[src/rtl/ft245s_pkg.sv]
`default_nettype none
// ============================================================================
//  Module      : ft245s_pkg
//  Description : State encoding for the FT245-style host bus controller.
//  Revision    : 1.0 - initial release
// ============================================================================
package ft245s_pkg;

    typedef enum logic [2:0] {
        IDLE   = 3'd0,
        RD_OE  = 3'd1,
        RD     = 3'd2,
        RD_END = 3'd3,
        WR     = 3'd4
    } state_t;

endpackage
`default_nettype wire

[src/rtl/ft245s_fifo.sv]
`default_nettype none
// ============================================================================
//  Module      : ft245s_fifo
//  Description : Synchronous first-word-fall-through FIFO with full, empty
//                and free-slot outputs. DEPTH must be a power of two.
//  Revision    : 1.0 - initial release
// ============================================================================
module ft245s_fifo #(
    parameter int DATA_W = 32,
    parameter int DEPTH  = 16
) (
    input  logic                     clk,
    input  logic                     rst,
    input  logic                     i_push,
    input  logic [DATA_W-1:0]        i_push_data,
    input  logic                     i_pop,
    output logic [DATA_W-1:0]        o_head,
    output logic                     o_full,
    output logic                     o_empty,
    output logic [$clog2(DEPTH):0]   o_free
);

    localparam int               c_AW      = $clog2(DEPTH);
    localparam logic [c_AW:0]    c_DEPTH_W = (c_AW + 1)'(DEPTH);
    localparam logic [c_AW-1:0]  c_PTR_ONE = c_AW'(1);
    localparam logic [c_AW:0]    c_CNT_ONE = (c_AW + 1)'(1);

    logic [DATA_W-1:0] r_mem [DEPTH];
    logic [c_AW-1:0]   r_wr_ptr;
    logic [c_AW-1:0]   r_rd_ptr;
    logic [c_AW:0]     r_count;
    logic              w_push;
    logic              w_pop;

    // Requests are ignored when they cannot be honoured, so callers may be sloppy
    assign w_push  = i_push && !o_full;
    assign w_pop   = i_pop && !o_empty;
    assign o_head  = r_mem[r_rd_ptr];
    assign o_full  = (r_count == c_DEPTH_W);
    assign o_empty = (r_count == '0);
    assign o_free  = c_DEPTH_W - r_count;

    // Storage array, written at the tail; contents need no reset
    always_ff @(posedge clk) begin
        if (w_push) begin
            r_mem[r_wr_ptr] <= i_push_data;
        end
    end

    // Pointer and occupancy bookkeeping
    always_ff @(posedge clk or posedge rst) begin
        if (rst) begin
            r_wr_ptr <= '0;
            r_rd_ptr <= '0;
            r_count  <= '0;
        end else begin
            if (w_push) begin
                r_wr_ptr <= r_wr_ptr + c_PTR_ONE;
            end
            if (w_pop) begin
                r_rd_ptr <= r_rd_ptr + c_PTR_ONE;
            end
            case ({w_push, w_pop})
                2'b10:   r_count <= r_count + c_CNT_ONE;
                2'b01:   r_count <= r_count - c_CNT_ONE;
                default: r_count <= r_count;
            endcase
        end
    end

endmodule
`default_nettype wire

[src/rtl/ft245s_modport.sv]
`default_nettype none
// ============================================================================
//  Module      : ft245s_modport
//  Description : FT245-style synchronous host bus controller. Bridges the
//                host strobe bus to a pair of valid/ready user streams through
//                an rx and a tx FIFO. Reads take priority over writes.
//  Revision    : 1.0 - initial release
// ============================================================================
module ft245s_modport #(
    parameter int DATA_W     = 32,
    parameter int FIFO_DEPTH = 16
) (
    input  logic              clk,
    input  logic              rst,
    input  logic              rxfn,
    input  logic              txen,
    input  logic [DATA_W-1:0] din,
    output logic [DATA_W-1:0] dout,
    output logic              rdn,
    output logic              wrn,
    output logic              oen,
    output logic [DATA_W-1:0] rx_data,
    output logic              rx_valid,
    input  logic              rx_ready,
    input  logic [DATA_W-1:0] tx_data,
    input  logic              tx_valid,
    output logic              tx_ready
);

    import ft245s_pkg::*;

    localparam int            c_AW       = $clog2(FIFO_DEPTH);
    // A read burst never lets the rx FIFO drop below one free slot
    localparam logic [c_AW:0] c_MIN_FREE = (c_AW + 1)'(2);
    // Free count when exactly one word remains in the tx FIFO
    localparam logic [c_AW:0] c_ONE_USED = (c_AW + 1)'(FIFO_DEPTH - 1);

    state_t            r_state;
    logic [DATA_W-1:0] r_dout;

    logic              w_rx_push;
    logic              w_rx_pop;
    logic              w_rx_full;
    logic              w_rx_empty;
    logic [c_AW:0]     w_rx_free;
    logic [c_AW:0]     w_rx_free_after;

    logic              w_tx_push;
    logic              w_tx_pop;
    logic              w_tx_full;
    logic              w_tx_empty;
    logic              w_tx_last;
    logic [c_AW:0]     w_tx_free;
    logic [DATA_W-1:0] w_tx_head;

    assign w_rx_push       = (r_state == RD) && !rdn && !rxfn && !w_rx_full;
    assign rx_valid        = !w_rx_empty;
    assign w_rx_pop        = rx_valid && rx_ready;
    // Pops in the same cycle are ignored here, so this errs on the safe side
    assign w_rx_free_after = w_rx_free - (c_AW + 1)'(w_rx_push);

    assign tx_ready        = !w_tx_full;
    assign w_tx_push       = tx_valid && tx_ready;
    assign w_tx_pop        = (r_state == WR) && !wrn && !txen;
    // The word being consumed is the last one and nothing refills behind it
    assign w_tx_last       = (w_tx_free == c_ONE_USED) && !w_tx_push;

    // While writing the bus shows the FIFO head; otherwise the last word sent
    assign dout            = (r_state == WR) ? w_tx_head : r_dout;

    ft245s_fifo #(
        .DATA_W (DATA_W),
        .DEPTH  (FIFO_DEPTH)
    ) u_rx_fifo (
        .clk         (clk),
        .rst         (rst),
        .i_push      (w_rx_push),
        .i_push_data (din),
        .i_pop       (w_rx_pop),
        .o_head      (rx_data),
        .o_full      (w_rx_full),
        .o_empty     (w_rx_empty),
        .o_free      (w_rx_free)
    );

    ft245s_fifo #(
        .DATA_W (DATA_W),
        .DEPTH  (FIFO_DEPTH)
    ) u_tx_fifo (
        .clk         (clk),
        .rst         (rst),
        .i_push      (w_tx_push),
        .i_push_data (tx_data),
        .i_pop       (w_tx_pop),
        .o_head      (w_tx_head),
        .o_full      (w_tx_full),
        .o_empty     (w_tx_empty),
        .o_free      (w_tx_free)
    );

    // Bus sequencer: strobes and the held dout value are all registered here
    always_ff @(posedge clk or posedge rst) begin
        if (rst) begin
            r_state <= IDLE;
            rdn     <= 1'b1;
            wrn     <= 1'b1;
            oen     <= 1'b1;
            r_dout  <= '0;
        end else begin
            case (r_state)
                IDLE: begin
                    if (!rxfn && (w_rx_free >= c_MIN_FREE)) begin
                        oen     <= 1'b0;
                        r_state <= RD_OE;
                    end else if (!txen && !w_tx_empty) begin
                        wrn     <= 1'b0;
                        r_state <= WR;
                    end
                end
                RD_OE: begin
                    rdn     <= 1'b0;
                    r_state <= RD;
                end
                RD: begin
                    if (rxfn || (w_rx_free_after < c_MIN_FREE)) begin
                        rdn     <= 1'b1;
                        r_state <= RD_END;
                    end
                end
                RD_END: begin
                    // Host bus turnaround: oen released before any write
                    oen     <= 1'b1;
                    r_state <= IDLE;
                end
                WR: begin
                    // Only a consumed word may end the burst or let a read in
                    if (w_tx_pop) begin
                        r_dout <= w_tx_head;
                        if (w_tx_last || !rxfn) begin
                            wrn     <= 1'b1;
                            r_state <= IDLE;
                        end
                    end
                end
                default: begin
                    rdn     <= 1'b1;
                    wrn     <= 1'b1;
                    oen     <= 1'b1;
                    r_state <= IDLE;
                end
            endcase
        end
    end

endmodule
`default_nettype wire

[config.mk]
export PLATFORM = sky130hd
export DESIGN_NAME = ft245s_modport
export DESIGN_NICKNAME = d
export VERILOG_FILES = /design/src/rtl/ft245s_pkg.sv /design/src/rtl/ft245s_fifo.sv /design/src/rtl/ft245s_modport.sv
export SDC_FILE = /design/constraint.sdc
export NUM_CORES = 1
export LEC_CHECK = 0
export CAP_MARGIN = 0
export CORE_ASPECT_RATIO = 1.5
export CORE_MARGIN = 2
export CORE_UTILIZATION = 65
export CTS_CLUSTER_DIAMETER = 150
export DETAILED_ROUTE_END_ITERATION = 8
export HOLD_SLACK_MARGIN = 0.08
export PLACE_DENSITY = 0.95
export SLEW_MARGIN = 20
export SYNTH_ARGS = -nofsm -noshare
export SYNTH_HDL_FRONTEND = slang
export SYNTH_HIERARCHICAL = 1
export SYNTH_SLANG_ARGS = --single-unit
[constraint.sdc]
create_clock -name clk -period 11.5 [get_ports clk]
set_input_delay 1.725 -clock clk [delete_from_list [all_inputs] [get_ports clk]]
set_output_delay 1.725 -clock clk [all_outputs]
set_load 0.01 [all_outputs]
Word level (Yosys, flattened, before mapping):

Memory sizes are Yosys's and may differ from the RTL's.
Index checks and enable logic that the tools add are counted.

* $add $sub $neg: 11
* $lt $le $gt $ge: 2
* equal/unequal tests: 18
* multiplexer cells: 22
* bitwise gates (word level): 3
* reduce and logical (&&, ||, !) cells: 38

Operators by type and width (count)
* two-way mux 32 bit: 1
* one-hot mux 5 bit (2 select lines): 2
* adder 4 x 1 -> 4 bit (second input constant): 4
* two-way mux 3 bit: 5
* logical AND 1 bit: 14
* one-hot mux 3 bit (4 select lines): 1
* adder 5 x 1 -> 5 bit (second input constant): 2
* equality test 5 bit (second input constant): 2
* logical NOT 5 bit: 2
* two-way mux 1 bit: 10
* subtractor 5 x 1 -> 5 bit (second input constant): 2
* subtractor 5 bit (first input constant): 2
* logical NOT 1 bit: 9
* OR reduction 3 bit: 3
* equality test 3 x 2 -> 1 bit (second input constant): 2
* inequality test 2 x 1 -> 1 bit (second input constant): 3
* inequality test 2 bit (second input constant): 3
* one-hot mux 1 bit (3 select lines): 2
* AND reduction 2 bit: 3
* equality test 5 x 4 -> 1 bit (second input constant): 1
* greater-or-equal comparator 5 x 2 -> 1 bit (second input constant): 1
* < comparator 5 x 2 -> 1 bit (second input constant): 1
* AND reduction 5 bit: 1
* subtractor 5 x 1 -> 5 bit: 1
* other kinds (11): 17

* bits in registers: 64
* RAM bits: 1024
* bits of input ports: 70
* output and inout port bits: 69
* word-level logic and storage cells: 107
* memories kept: 2

Memories
* u_rx_fifo.r_mem: words 16, bits a word 32, rd ports 1, clocked after Yosys merged registers in 0, write ports 1, RTL line ft245s_fifo.sv:28 `logic [DATA_W-1:0] r_mem [DEPTH];`
* u_tx_fifo.r_mem: words 16, bits a word 32, rd ports 1, clocked after Yosys merged registers in 0, write ports 1, RTL line ft245s_fifo.sv:28

Logic depth before layout (Yosys ltp):

Gate-level depths: netlist (run 1).

* word-level depth: 9
* mapped depth: 17
* depth with buffers taken out: 14

Modules after synthesis:

The synthesis (run 1) kept the hierarchy.

By module, submodules not included
* ft245s_fifo (u_rx_fifo): times used 1, cells an instance 1022, area each 20484.6 µm²
* ft245s_fifo (u_tx_fifo): times used 1, cells an instance 1025, area each 20458.4 µm²
* ft245s_modport: times used 1, cells an instance 157, area each 1989.4 µm²

Least setup slack after synthesis (run 1):

OpenSTA, ideal clock, no wires.

* path type: input-to-reg
* start: input tx_valid
* end: memory u_tx_fifo.r_mem[3][0], enable pin
* arrival time: 4.644 ns
* required time: 11.039 ns
* setup slack: 6.395 ns
* stages on the path: 5
* path through: nor2b_1 nor2b_1 clkbuf_1 nand2_1 nor3_1

* longest elaborated chain between the ends: 4

RTL lines
* start: declaration: RTL line ft245s_modport.sv:26 `input logic tx_valid,`
* logical AND 1 bit: RTL line ft245s_modport.sv:63 `assign w_tx_push = tx_valid && tx_ready;`
* logical AND 1 bit: RTL line ft245s_fifo.sv:36 `assign w_push = i_push && !o_full;`
* two-way mux 1 bit: RTL line ft245s_fifo.sv:45 `if (w_push) begin`
* two-way mux 1 bit (implied by the code): RTL line ft245s_fifo.sv:46 `r_mem[r_wr_ptr] <= i_push_data;`
* end: declaration: RTL line ft245s_fifo.sv:28

Every way passes these cells.

Worst setup path after layout (run 1):

* start: register u_tx_fifo.r_rd_ptr[1]
* end: output dout[15]

* longest elaborated chain between the ends: 2

RTL lines
* start: declaration: RTL line ft245s_fifo.sv:30 `logic [c_AW-1:0] r_rd_ptr;`
* start signal: assignment: RTL line ft245s_fifo.sv:61 `r_rd_ptr <= r_rd_ptr + c_PTR_ONE;`
* memory read (16 x 32 bit)
* via w_tx_head[15]: RTL line ft245s_modport.sv:54 `logic [DATA_W-1:0] w_tx_head;`
* two-way mux 32 bit: RTL line ft245s_modport.sv:69 `assign dout = (r_state == WR) ? w_tx_head : r_dout;`
* end: declaration: RTL line ft245s_modport.sv:18 `output logic [DATA_W-1:0] dout,`

The timed path passes the listed nets, and every way through them passes these cells.

==> results of run 1 <==
==> registers in the layout, summed over array words and instances, names as in the netlist <==
signal              flops
u_rx_fifo/r_rd_ptr      4
u_tx_fifo/r_mem       512
wrn                     1
rdn                     1
u_tx_fifo/r_wr_ptr      4
u_tx_fifo/r_count       5
oen                     1
r_state                 3
u_rx_fifo/r_wr_ptr      4
u_rx_fifo/r_mem       512
u_rx_fifo/r_count       5
r_dout                 32
u_tx_fifo/r_rd_ptr      4
==> critical path, delay by kind of cell (launching register included) <==
kind                   cells  cell delay [ns]
AO/OA/AOI/OAI              2             0.58
buffers and inverters      3             1.75
flip-flops                 1             1.00
multiplexers               1             0.31
AND/OR/NAND/NOR            2             0.70
==> path summary, 6_finish.rpt <==
path	endpoint	slack (ns)	cells after the start
max	dout[15]	4.72	8
min	r_dout[26]	0.51	1
max reg2reg	u_tx_fifo/r_mem[3][19]	7.45	9
min reg2reg	r_dout[26]	0.51	1
max in group asynchronous	oen	9.05	3
min in group asynchronous	r_dout[5]	1.54	2
==> final cells by class <==
type | count | area (um^2)
sequential | 1088 | 32360
fill | 3336 | 17240
tap | 877 | 1097
inverter | 25 | 93.84
clock buffer | 119 | 2539
antenna | 3 | 7.507
timing repair buffer | 174 | 1717
multi-input combinational | 960 | 9849
clock inverter | 53 | 559.3
==> stage by stage <==
step                      util, %  total power (W)  std cells
final                       73.66          0.01141       3299
after global routing        73.66          0.01176       3297
after CTS                   73.56          0.01138       3294
after detailed placement    68.82         0.008159       3122
after global placement      68.82         0.007966       3122
after floorplan                 -         0.007090       2204
==> per-layer routing <==
layer / track usage [%] / vias up
li1: - / 9302
met1: 35.92 / 11790
met2: 53.92 / 1896
met3: 6.155 / 422
met4: 16.59 / 4
met5: 0 / -
==> where the power goes <==
group,total (W),switching [W],internal (W)
Clock,0.00320,0.00140,0.00179
Combinational,0.00324,0.00175,0.00149
Sequential,0.00497,0.000317,0.00465
==> cell usage after synthesis, types with 24 or more instances <==
cell type / n
edfxtp_1: 1024
mux2i_1: 256
a221oi_1: 128
mux4_2: 128
nand2_1: 83
o21ai_0: 68
mux2_2: 65
a22oi_1: 64
dfrtp_1: 61
clkbuf_1: 44
buf_2: 42
buf_6: 27
inv_1: 24
==> kinds of logic (layout without fill, tap and decap cells) <==
group           count (synthesis)  in the layout  synth area share [%]
buf+inv                       156            371                 2.081
simple gates                  173            173                 1.938
xor+xnor                       30             30                0.6120
fa+ha+maj                      23             23                0.6703
other cells                     0              3                     0
compound gates                282            282                 4.870
flops                        1088           1088                 75.36
mux                           452            452                 14.47
==> qor.yml, run 1 <==
cells_and_area:
  drive_above_1_share_pct: 17.11
  final_area_um2: 48230
  nets: 2434
  final_cell_mix: "1024 x edfxtp_1, 256 x mux2i_1, 138 x clkdlybuf4s50_1"
  area_growth_pct: 12.33
  final_common_cell: "edfxtp_1"
placement:
  placed_cell_area_um2: 45060
  port-buffer-count: 138
  gp_congestion: 0.7829
  pre_cts_slack_ns: 5.614
  place_hpwl_um: 53460
floorplan:
  die_h_um: 318.8
  fp.dieW_um: 213.8
  rows: 115
  core_area_um2: 65470
  pin_count: 139
  die-area_um2: 68160
  initial_core_util_pct: 65.58
worst_setup_path:
  end_kind: "output pin"
  cp_max_fo: 48
  worstSetupStartpointType: "flop"
  cpMostUsedCell: "buf_4"
  max_stage_delay_ns: 1.00
  cp_cell_sequence: "buf_4 > and2_2 > buf_4 > a221oi_1 > o21ai_0 > nand2_1 > mux2_2 > clkdlybuf4s50_1"
  worst-endpoint-arrival_ns: 5.05
  critPathKind: "flop to output pin"
  critical_path.startpoint: "u_tx_fifo/r_rd_ptr[1]"
  crit_required_ns: 9.78
  crit_slowest_cell: "dfrtp_2"
  r2r_start: "u_tx_fifo/r_count[0]"
routing:
  antenna_left: 0
  drtIter0Drc: 3187
  wl_per_cell_um: 31.62
  via_count: 23410
  wl_met2_um: 55020
  drt_wl_total_um: 104300
  drt-met1-wl_um: 32540
  met3_length_um: 11100
  routed.top_layer: "met5"
  viasPerCell: 7.097
  dr.pass1.iters: 6
  drc: 0
synthesis:
  synth_cell_type_count: 47
  syn_inst: 2204
  postSynthAreaPerCell_um2: 19.48
  ys_ff_latch: 1088
  syn_area_um2: 42930
  synth_ff_type: "edfxtp_1"
  synth_fp_nets: 2297
  ys_async_sr_fraction_pct: 5.882
  ys_seq_area_share_pct: 75.36
  synth_top_area_cell: "edfxtp_1"
  synth_top_area_share_pct: 71.62
  synth_edf_count: 1024
  yosysWarningCount: 6
  synth_area_leaders: "edfxtp_1 72%, mux4_2 6.7%, mux2i_1 6.0%"
hold_path:
  holdCritPathClass: "flop to flop"
  hp-start: "r_dout[26]"
sta:
  slew_headroom_pct: 18.40
  min_period_over_period_pct: 58.93
  setup_viol: 0
  hold_viol: 0
  worstMarginPinSlew_ns: 1.224
  fmax_mhz: 147.6
  rsz0062_at_grt: "no"
  fin_skew_ns: 0.04131
  worst_slack_ns: 4.723
  fin_hold_ws_ns: 0.5058
  min_period_ns: 6.777
  finalSetupTns_ns: 0
  drv_slew: 0
power_and_ir_drop:
  powerDensity_nw_per_um2: 236.5
  power.leakage_nw: 16.09
  ir_worst_vdd_mv: 0.2374
flow_run:
  maxCapViolations: 0
grt:
  grt_pass1_wl_um: 152000
  grt_usage_pct: 30.94
  antenna_found_initial: 4
  grt_pass1_vias: 24280
  grt_overflow_total: 0
  grt_max_degree: 147
clock_network:
  clock_latency_ns: 0.67
  ctsResizeCount: 0
  cts.sinks: 1088
  ctsRootBufferMaster: "clkbuf_16"
  post_cts_buffers: 0
  cts_made_buffers: 92
  h-tree-depth: 3
  cts-hold-fix-buffers: 0
  cts_tree: "yes"
  path_clk_slew_ns: 0.06
  cts_buffer_depth: 3
run_status:
  run_status: "complete, no violations"
(Power assumes the default switching activity.)
==> run 2: changes to the inputs <==
--- a/config.mk
+++ b/config.mk
@@ -8,11 +8,11 @@
 export CAP_MARGIN = 0
 export CORE_ASPECT_RATIO = 1.5
 export CORE_MARGIN = 2
-export CORE_UTILIZATION = 65
+export CORE_UTILIZATION = 55
 export CTS_CLUSTER_DIAMETER = 150
 export DETAILED_ROUTE_END_ITERATION = 8
 export HOLD_SLACK_MARGIN = 0.08
-export PLACE_DENSITY = 0.95
+export PLACE_DENSITY = 0.86
 export SLEW_MARGIN = 20
 export SYNTH_ARGS = -nofsm -noshare
 export SYNTH_HDL_FRONTEND = slang
==> constraint.sdc (replaced) <==
create_clock -name clk -period 5.95 [get_ports clk]
set_input_delay 0.8925 -clock clk [delete_from_list [all_inputs] [get_ports clk]]
set_output_delay 0.8925 -clock clk [all_outputs]
set_load 0.01 [all_outputs]
==> run 2 against run 1 <==
  * Combinational power grew 96%
  * Highest routed layer unchanged
  * Worst setup slack lost 3.8 ns
  * Clock skew shrank 0.015 ns
  * Flip-flop and latch count is the same
  * Largest cell class unchanged
  * Register-to-register slack lost 5.7 ns
  * Total power grew 96%
==> qor.yml, run 2 (synthesis gave the netlist of run 1 again) <==
cells_and_area:
  instances_no_fill: 3454  # +4.7%
  final_area_um2: 48700  # +0.98%
  area_growth_pct: 13.43
  final_core_util_pct: 62.90  # -11 points
  seqCellArea_um2: 32360  # unchanged
  multi_input_area_um2: 9856  # about the same
  drive_above_1_share_pct: 17.91  # +0.79 points
  final_cell_mix: "1024 x edfxtp_1, 256 x mux2i_1, 138 x clkdlybuf4s50_1"
  nets: 2448  # +0.58%
  final_common_cell: "edfxtp_1"
  final.fill_count: 4865  # +46%
  largestRegisters: "u_rx_fifo/r_mem x512, u_tx_fifo/r_mem x512, r_dout x32"
floorplan:
  die_h_um: 346.2  # +8.6%
  fp.dieW_um: 232.1  # +8.5%
  pin_count: 139  # unchanged
  rows: 125  # +8.7%
  core_area_um2: 77420  # +18%
  initial_core_util_pct: 55.46  # -10 points
  die-area_um2: 80360  # +18%
worst_setup_path:
  cp_cell_sequence: "nor2b_4 > buf_4 > a221oi_1 > o21ai_0 > nand2_1 > mux2_2 > clkdlybuf4s50_1"
  critPathKind: "flop to output pin"
  max_stage_delay_ns: 0.81  # -0.19 ns
  worst-endpoint-arrival_ns: 4.14  # -0.91 ns
  reg2reg_slack_ns: 1.78  # -5.67 ns
  crit_required_ns: 5.06  # -4.72 ns
  cp_max_fo: 27  # -44%
  worstSetupStartpointType: "flop"
  crit_slowest_cell: "nor2b_4"
  end_kind: "output pin"
power_and_ir_drop:
  powerDensity_nw_per_um2: 458.1  # +94%
  switching_share_pct: 30.11  # -0.34 points
  finalPower_w: 0.02231  # +96%
  p_comb_share_pct: 28.5  # about the same
  switchingPower_w: 0.006716  # +93%
  ir_worst_vdd_mv: 0.3745  # +58%
  clockPowerShare_pct: 28.7  # +0.7 points
  power_frac_seq_pct: 42.9  # -0.7 points
  power.leakage_nw: 16.25  # +0.97%
  internal_power_w: 0.01559  # +97%
clock_network:
  cts.sinks: 1088  # unchanged
  post_cts_buffers: 0  # unchanged
  cts-hold-fix-buffers: 0  # unchanged
  clock_latency_ns: 0.66  # about the same
  cts_buffer_depth: 3  # unchanged
  path_clk_slew_ns: 0.07  # about the same
  ctsRootBufferMaster: "clkbuf_16"
  ctsResizeCount: 0  # unchanged
  cts_tree: "yes"
  cts_made_buffers: 96  # +4.3%
  h-tree-depth: 3  # unchanged
sta:
  fin_skew_ns: 0.02622  # -0.01509 ns
  fmax_mhz: 198.7
  drv_slew: 0  # unchanged
  rsz0062_at_grt: "no"
  slew_headroom_pct: 20.80  # +2.4 points
  setup_viol: 0  # unchanged
  min_period_ns: 5.032
  worstMarginPinSlew_ns: 1.188  # -0.03598 ns
  finalSetupTns_ns: 0  # unchanged
  min_period_over_period_pct: 84.58
  hold_viol: 0  # unchanged
flow_run:
  maxCapViolations: 0  # unchanged
grt:
  grt_use_met2_pct: 46.77  # -7.1 points
  grt_pass1_vias: 23920  # -1.5%
  top_usage_layer: "met2"
  grt_overflow_total: 0  # unchanged
  grt_usage_pct: 25.62  # -5.3 points
  grt_max_degree: 67  # -54%
  grt_pass1_wl_um: 151000  # -0.67%
  grt_use_met3_pct: 4.496  # -1.7 points
  grt_util_met1_pct: 28.50  # -7.4 points
  antenna_found_initial: 8  # +4
placement:
  dp_cells: 3273  # +4.8%
  port-buffer-count: 138  # unchanged
  gp_congestion: 0.8281  # +5.8%
  placed_cell_area_um2: 45400  # +0.75%
  place_hpwl_um: 56030  # +4.8%
run_status:
  run_status: "complete, no violations"
routing:
  dr.pass1.iters: 5  # -1
  drc: 0  # unchanged
  drt_wl_total_um: 103000  # -1.3%
  wl_per_cell_um: 29.81  # -5.7%
  viasPerCell: 6.569  # -7.4%
  via_count: 22690  # -3.1%
  drtIter0Drc: 2319  # -27%
  antenna_left: 0  # unchanged
hold_path:
  holdCritPathClass: "flop to flop"
## run 2: cell count changes in the layout (fill, tap and decap cells not counted), sizes merged
cell	before	now
buf	36	46
clkbuf	119	122
clkinv	34	37
inv	29	26
bufinv	10	12
clkinvlp	5	6
## run 2: routing by layer
metal  vias up  routed length (um)
met5         -                  55
met4         8                4846
met3       328                8229
met2      1413               56140
met1     11620               33680
li1       9322                   -
## run 2: power groups by stage
stage               Combinational [W]  Clock (W)  Sequential [W]
floorplan                     0.00440          0         0.00930
global placement              0.00594          0         0.00962
detailed placement            0.00620          0         0.00969
CTS                           0.00634    0.00648         0.00955
global route                  0.00669    0.00675         0.00962
finish                        0.00635    0.00639         0.00957
## run 2: final cells by class
cell class,instances,share of cell area (%)
Antenna cell,3,0.01542
Clock buffer,122,5.426
Timing Repair Buffer,184,3.751
Multi-Input combinational cell,960,20.24
Clock inverter,56,1.305
Sequential cell,1088,66.46
Inverter,25,0.1953
Tap cell,1016,2.610
## run 2: through the flow
step	setup WS, ns	hold slack [ns]
6_report	0.9175	0.4915
5_1_grt	0.7916	0.5141
2_1_floorplan	1.545	0.4602
3_3_place_gp	1.535	0.4698
4_1_cts	0.9455	0.4971
3_5_place_dp	1.391	0.4815
## run 2: path summary, 6_finish.rpt
path | startpoint | end | cells after the start
worst min register to register | r_dout[31] | r_dout[31] | 1
min in group asynchronous | rst | u_tx_fifo/r_count[3] | 2
worst max register to register | u_tx_fifo/r_count[0] | u_tx_fifo/r_mem[0][4] | 9
max in group asynchronous | rst | r_dout[21] | 2
worst max-delay path | u_tx_fifo/r_rd_ptr[1] | dout[12] | 7
worst min-delay path | r_dout[31] | r_dout[31] | 1
## run 2: critical path, delay by kind of cell (launching register included)
kind | cells | cell delay [ns]
simple gates | 2 | 0.98
flops | 1 | 0.68
buf+inv | 2 | 0.98
compound gates | 2 | 0.51
mux | 1 | 0.29
